==> src/rtl/mips_pkg.sv <==
// Shared fetch-stage definitions: FSM encoding, the NOP word and the PC step.
package mips_pkg;

  typedef enum logic [1:0] {
    ST_FETCH   = 2'd0,
    ST_HOLD    = 2'd1,
    ST_DISCARD = 2'd2
  } if_state_e;

  localparam logic [31:0] NOP_WORD = 32'h0000_0000;
  localparam logic [31:0] PC_INC   = 32'd4;

  // Instruction addresses are word aligned; low two bits are always cleared.
  function automatic logic [31:0] word_align(input logic [31:0] addr);
    return addr & 32'hFFFF_FFFC;
  endfunction

endpackage

==> src/rtl/instruction_fetch.sv <==
// Instruction fetch stage: drives a req/ack instruction memory, handles stall,
// jump/branch redirects, and presents registered words to IF_ID.
module instruction_fetch
  import mips_pkg::*;
#(
  parameter logic [31:0] RESET_PC = 32'h0000_0000
) (
  input  logic        clk,
  input  logic        rst_n,
  input  logic        stall,
  input  logic        jump,
  input  logic [31:0] jump_target,
  input  logic        branch_taken,
  input  logic [31:0] branch_target,
  output logic        imem_req,
  output logic [31:0] imem_addr,
  input  logic        imem_ack,
  input  logic [31:0] imem_rdata,
  output logic [31:0] instruccionOut,
  output logic [31:0] PC4Out,
  output logic        valid_out,
  output if_state_e   dbg_state
);

  // Memory handshake: imem_req/imem_addr stay stable from assertion until the
  // cycle imem_ack is sampled high; ack is a one-cycle completion pulse and a
  // new request may start on the following cycle. Ack is ignored without req.
  if_state_e   state_q, state_d;
  logic [31:0] pc_q, pc_d;
  logic [31:0] instr_q, instr_d;
  logic [31:0] pc4_q, pc4_d;
  logic        valid_q, valid_d;
  logic [31:0] buf_instr_q, buf_instr_d;
  logic [31:0] buf_pc4_q, buf_pc4_d;
  logic [31:0] tgt_q, tgt_d;
  logic        req_en_q;

  logic        redirect;
  logic [31:0] redir_tgt;
  logic        ack;
  logic [31:0] pc_plus4;

  assign redirect  = jump | branch_taken;
  assign redir_tgt = word_align(jump ? jump_target : branch_target);
  assign ack       = imem_ack & imem_req;
  assign pc_plus4  = pc_q + PC_INC;

  assign imem_req       = req_en_q & (state_q != ST_HOLD);
  assign imem_addr      = pc_q;
  assign instruccionOut = instr_q;
  assign PC4Out         = pc4_q;
  assign valid_out      = valid_q;
  assign dbg_state      = state_q;

  always_ff @(posedge clk or negedge rst_n) begin
    if (!rst_n) begin
      state_q     <= ST_FETCH;
      pc_q        <= word_align(RESET_PC);
      instr_q     <= NOP_WORD;
      pc4_q       <= '0;
      valid_q     <= 1'b0;
      buf_instr_q <= '0;
      buf_pc4_q   <= '0;
      tgt_q       <= '0;
      req_en_q    <= 1'b0;
    end else begin
      state_q     <= state_d;
      pc_q        <= pc_d;
      instr_q     <= instr_d;
      pc4_q       <= pc4_d;
      valid_q     <= valid_d;
      buf_instr_q <= buf_instr_d;
      buf_pc4_q   <= buf_pc4_d;
      tgt_q       <= tgt_d;
      req_en_q    <= 1'b1;
    end
  end

  always_comb begin
    state_d     = state_q;
    pc_d        = pc_q;
    instr_d     = instr_q;
    pc4_d       = pc4_q;
    valid_d     = valid_q;
    buf_instr_d = buf_instr_q;
    buf_pc4_d   = buf_pc4_q;
    tgt_d       = tgt_q;

    // A redirect flushes IF_ID on the same edge, even while stalled.
    if (redirect) begin
      instr_d = NOP_WORD;
      pc4_d   = '0;
      valid_d = 1'b0;
    end

    unique case (state_q)
      ST_FETCH: begin
        if (redirect) begin
          if (ack || !imem_req) begin
            pc_d = redir_tgt;
          end else begin
            tgt_d   = redir_tgt;
            state_d = ST_DISCARD;
          end
        end else if (ack) begin
          pc_d = pc_plus4;
          if (!stall) begin
            instr_d = imem_rdata;
            pc4_d   = pc_plus4;
            valid_d = 1'b1;
          end else begin
            buf_instr_d = imem_rdata;
            buf_pc4_d   = pc_plus4;
            state_d     = ST_HOLD;
          end
        end else if (!stall) begin
          instr_d = NOP_WORD;
          valid_d = 1'b0;
        end
      end

      ST_HOLD: begin
        if (redirect) begin
          pc_d    = redir_tgt;
          state_d = ST_FETCH;
        end else if (!stall) begin
          instr_d = buf_instr_q;
          pc4_d   = buf_pc4_q;
          valid_d = 1'b1;
          state_d = ST_FETCH;
        end
      end

      ST_DISCARD: begin
        // The outstanding word is stale; only the newest target survives.
        if (redirect) begin
          if (ack) begin
            pc_d    = redir_tgt;
            state_d = ST_FETCH;
          end else begin
            tgt_d = redir_tgt;
          end
        end else if (ack) begin
          pc_d    = tgt_q;
          state_d = ST_FETCH;
        end
      end

      default: begin
        state_d = ST_FETCH;
      end
    endcase
  end

endmodule

==> config.mk <==
export PLATFORM = sky130hd
export DESIGN_NAME = instruction_fetch
export DESIGN_NICKNAME = d
export VERILOG_FILES = /design/src/rtl/mips_pkg.sv /design/src/rtl/instruction_fetch.sv
export SDC_FILE = /design/constraint.sdc
export NUM_CORES = 1
export LEC_CHECK = 0
export CAP_MARGIN = 20
export CORE_MARGIN = 3
export CORE_UTILIZATION = 50
export CTS_CLUSTER_SIZE = 14
export DETAILED_ROUTE_END_ITERATION = 12
export PLACE_DENSITY = 0.88
export SLEW_MARGIN = 5
export SYNTH_ARGS = -nofsm -noshare
export SYNTH_HDL_FRONTEND = slang
export SYNTH_SLANG_ARGS = --single-unit
==> constraint.sdc <==
create_clock -name clk -period 3.6 [get_ports clk]
set_input_delay 0.54 -clock clk [delete_from_list [all_inputs] [get_ports clk]]
set_output_delay 0.54 -clock clk [all_outputs]
set_load 0.03 [all_outputs]
Word-level counts from Yosys, hierarchy flattened

Cells that the tools add are included.

Add/subtract/negate cells: 1
Equality and inequality tests: 14
Mux-type cells: 44
Bitwise operators: 4
Reductions and logical operators: 9

Operator list:

| kind                    | count |
|---|---|
| $mux W32                | 25 |
| $pmux W32 S2            | 3 |
| $pmux W32 S3            | 1 |
| $add A32 B3 Y32 const B | 1 |
| $ne A3 B3 Y1 const B    | 5 |
| $reduce_and A5 Y1       | 3 |
| $mux W2                 | 7 |
| $ne A2 B2 Y1 const B    | 6 |
| $mux W1                 | 6 |
| $pmux W2 S3             | 1 |
| $reduce_and A4 Y1       | 1 |
| $reduce_bool A3 Y1      | 1 |
| $and A1 B1 Y1           | 2 |
| $eq A2 B1 Y1 const B    | 1 |
| $eq A2 B2 Y1 const B    | 1 |
| $logic_not A2 Y1        | 1 |
| $ne A2 B1 Y1 const B    | 1 |
| $pmux W1 S2             | 1 |
| $reduce_bool A2 Y1      | 1 |
| $logic_not A1 Y1        | 1 |
| $logic_or A1 B1 Y1      | 1 |
| $not A1 Y1              | 1 |
| $or A1 B1 Y1            | 1 |

Register bits after elaboration: 196
Bits of input ports: 102

Logic depth before layout (Yosys ltp)

Depth in word-level cells: 7
Depth in mapped cells: 9
Gate-level depth less buffers: 7

Least setup slack after synthesis

Ideal clock, no wire load.

Path type: reg-to-reg
From: register state_q[1], in the netlist dbg_state[1]
To: register tgt_q[25]
Library setup time: 0.125 ns
Arrival: 2.642 ns
Data required time: 3.475 ns
Setup slack: 0.833 ns
Cell stages (with the launch flop): 8
Buffers on the path: 1
Path through: dfrtp_1 inv_1 ha_1 nor2b_1 mux2i_1 nor3_1 buf_2 mux2_2

Longest elaborated chain between the ends: 6
Elaborated cells on any way between the ends: 14
Those cells by class: eq/ne: 6; mux: 1; bitwise: 2; reduce/logical: 5

RTL lines:

| what                                                     | RTL line                                         | RTL |
|---|---|---|
| start, declared                                          | instruction_fetch.sv:28                          | `if_state_e state_q, state_d;` |
| start signal, assigned                                   | instruction_fetch.sv:67                          | `state_q <= state_d;` |
| $ne A2 B1 Y1 *                                           | instruction_fetch.sv:48                          | `assign imem_req = req_en_q & (state_q != ST_HOLD);` |
| $and A1 B1 Y1 *                                          | instruction_fetch.sv:48                          |  |
| net imem_req                                             | instruction_fetch.sv:15                          | `output logic imem_req,` |
| $and A1 B1 Y1 / $logic_not A1 Y1 (equally long branches) | instruction_fetch.sv:45, instruction_fetch.sv:99 |  |
| $logic_or A1 B1 Y1                                       | instruction_fetch.sv:99                          | `if (ack \|\| !imem_req) begin` |
| $ne A2 B2 Y1 (no line)                                   | --                                               |  |
| $reduce_and A5 Y1 (no line) *                            | --                                               |  |
| end signal, assigned                                     | instruction_fetch.sv:74                          | `tgt_q <= tgt_d;` |
| end, declared                                            | instruction_fetch.sv:35                          | `logic [31:0] tgt_q, tgt_d;` |

The timed path passes the listed nets; every way through them passes the cells marked *.
A chain may end at the register's enable or synchronous reset.

Final worst setup path

From: register state_q[0], in the netlist dbg_state[0]
To: register pc_q[21], in the netlist imem_addr[21]

Longest elaborated chain between the ends: 6
Elaborated cells on any way between the ends: 15
Those cells by class: eq/ne: 7; mux: 1; bitwise: 2; reduce/logical: 5

RTL lines:

| what                                                     | RTL line                                         | RTL |
|---|---|---|
| $ne A2 B1 Y1                                             | instruction_fetch.sv:48                          |  |
| $and A1 B1 Y1                                            | instruction_fetch.sv:48                          |  |
| $and A1 B1 Y1 / $logic_not A1 Y1 (equally long branches) | instruction_fetch.sv:45, instruction_fetch.sv:99 |  |
| $logic_or A1 B1 Y1                                       | instruction_fetch.sv:99                          |  |
| $ne A3 B3 Y1 (no line)                                   | --                                               |  |
| $reduce_and A5 Y1 (no line)                              | --                                               |  |
| end signal, assigned                                     | instruction_fetch.sv:58                          | `pc_q <= word_align(RESET_PC);` |
| end signal, assigned                                     | instruction_fetch.sv:68                          | `pc_q <= pc_d;` |
| end, declared                                            | instruction_fetch.sv:29                          | `logic [31:0] pc_q, pc_d;` |

Parallel ways exist; a longest one is shown, timed or not.

==> metrics.txt <==
clk_lat worst skew=about 430 ps; Clock Skew=roughly 11 ps; pre-CTS setup slack=about 730 ps; share of layout cells above drive strength 1=11.0%; number of synthesized register bits=between 150 and 200; Cell Area, Placed=roughly 12000 µm²; HP Class=input port to async pin; # Post-CTS Setup Buffers=0; Worst Path Class, Setup=flop to flop; htree depth=4; first-pass GRT wire length=~45000 µm; final instance area=about 13000 µm²; Worst Path Required=about 3900 ps; Synth area leader=dfrtp_1; Hold-fix buffers, CTS=0; register area share after synthesis=between 40% and 50%; CTS tree=built; Die W=roughly 150 µm; Post-synth EDFFs=0; Starting Density=51.5%; post-route ant nets=0; Reg clk slew, reported paths=approximately 70 ps; DRT Pass-1 Iters=6; root buffer cell=clkbuf_16; gp weighted congestion=around 0.90; Layout area overhead=28.6%; vias in the first global route=8628; Sink Count=190; largest net degree at the start of global routing=between 60 and 70; Reg2Reg Depth=7; relative slew slack=about a third; Pleak=roughly 5.2 nW; gr usage total=a little over a quarter; post-synth top area share=between 40% and 50%; FFs w/ async S/R, synth=between 90% and 100%; DR vias=8792; yosys warns=0; Die Area=21200 µm²; Die Y=146 µm; worst-path fanout max=25; detailed-route wire length per cell=~19 µm; Worst IR Drop VDD=406 µV; I/O Pins=between 200 and 250; initial drt markers=1058; diode count=0; worst slew pin tran=987 ps; Worst Setup End Kind=flop; total wire length=between 20000 and 30000 µm; mapped cell area=approximately 10000 µm²; core region area=between 15000 and 20000 µm²; worst reg2reg startpoint=dbg_state[0]; NumNets Final=1267; main flop type after synthesis=dfrtp_1; Clock Path Buffers=2; final worst-path cycle share=between 70% and 80%; max-cap viol count=0; final setup margin=between 800 and 900 ps; CTS buffer count=17; Fillers=~1500; fmax=between 300 and 400 MHz; synthesized instance count=995; Post-CTS Resized=0; register-to-register setup slack=roughly 830 ps; cell count after placement=roughly 1400; hold_ws=101 ps; # DRC=0; Critical R2R Capture=imem_addr[21]; Detailed Place HPWL=19400 µm; worst path arrival time=between 3000 and 4000 ps; Area contributors post-synth=dfrtp_1 49%, mux2_2 6.1%, o21ai_0 5.5%; final setup TNS=0 ps; Max Slew Vio Count=0; Via-to-Cell Ratio=6.14; Port Buffer Count=just under 200; most frequent cells in the layout=193 x clkdlybuf4s50_1, 190 x dfrtp_1, 105 x o21ai_0; # setup viols final=0; fin crit period=between 2000 and 3000 ps; commonest non-fill, non-tap cell in the layout=clkdlybuf4s50_1; fin cells=~1400; GR Overflow Total=0; initial antenna violation count=0; Rows=50; Syn Area/Cell=between 9 and 10 µm²; Fin. Hold Viols=0; CP startpoint kind=flop; unrepaired setup endpoints after global routing=no; PD cells=between 700 and 800 nW/µm²; synth unique cells=63; status=finished clean
-- through the flow --
| step | total power, W | utilization, % |
|---|---|---|
| 6_report | 0.00893 | 66.2 |
| 5_1_grt | 0.00941 | 66.2 |
| 4_1_cts | 0.00888 | 66.2 |
| 3_5_place_dp | 0.00708 | 63.3 |
| 3_3_place_gp | 0.00691 | 63.3 |
| 2_1_floorplan | 0.00571 | - |
-- routing by layer --
layer | GRT usage [%] | routed length (µm) | vias to the layer above
met5 | 0 | 0 | -
met4 | 9.83 | 751 | 0
met2 | 40.9 | 13100 | 507
met3 | 6.42 | 2570 | 73
li1 | - | - | 3986
met1 | 35.2 | 11400 | 4226
-- synth_stat cells (10+ instances only) --
cell	count
dfrtp_1	190
o21ai_0	107
nand2_1	92
a21oi_1	70
nor2_1	68
clkbuf_1	57
mux2_2	53
mux2i_1	39
a22oi_1	38
inv_1	19
buf_2	17
xor2_1	17
nand4_1	16
o22ai_1	16
nand3_1	15
nor3_1	15
a222oi_1	13
a221o_1	10
xnor2_1	10
-- worst max-delay path by stage --
stage	to	from	slack, ps
floorplan	tgt_q[25]	dbg_state[1]	830
global placement	imem_addr[27]	branch_taken	800
detailed placement	imem_addr[27]	branch_taken	730
CTS	imem_req	dbg_state[1]	820
global route	imem_addr[27]	dbg_state[0]	670
finish	imem_addr[21]	dbg_state[0]	830
-- logic make-up after synthesis --
| logic type | Yosys count | synth area share (%) |
|---|---|---|
| simple gates | 249 | 12.1 |
| mux | 92 | 10.1 |
| other cells | 2 | 0.0770 |
| xor+xnor | 27 | 2.42 |
| flops | 190 | 48.7 |
| buf+inv | 101 | 4.23 |
| fa+ha+maj | 4 | 0.513 |
| compound gates | 330 | 21.8 |
-- power breakdown --
group | internal, W | leakage, nW | switching [W]
Sequential | 0.00284 | 2.42 | 0.000685
Combinational | 0.00151 | 2.54 | 0.00209
Clock | 0.000988 | 0.263 | 0.000809
Total | 0.00534 | 5.22 | 0.00359
-- cell type report --
type | count | area (µm²) | share of cell area (%)
Inverter | 20 | 75.1 | 0.598
Tap cell | 260 | 325 | 2.59
Sequential cell | 190 | 4750 | 37.9
Multi-Input combinational cell | 705 | 4620 | 36.8
Clock inverter | 9 | 85.1 | 0.678
Timing Repair Buffer | 227 | 2230 | 17.7
Clock buffer | 22 | 464 | 3.70
-- sequential cells by signal (all words and copies together), names as in the netlist --
register,flops
req_en_q,1
buf_instr_q,32
PC4Out,32
imem_addr,30
valid_out,1
tgt_q,30
dbg_state,2
instruccionOut,32
buf_pc4_q,30
-- worst max-delay path, cell delays in order, from the launching register on --
cell and delay [ps]:
dfrtp_1 380, inv_1 90, ha_1 300, buf_4 300, clkinv_1 510, nand2_1 520, nor3_1 230, a221o_1 330
(Power assumes the default switching activity.)
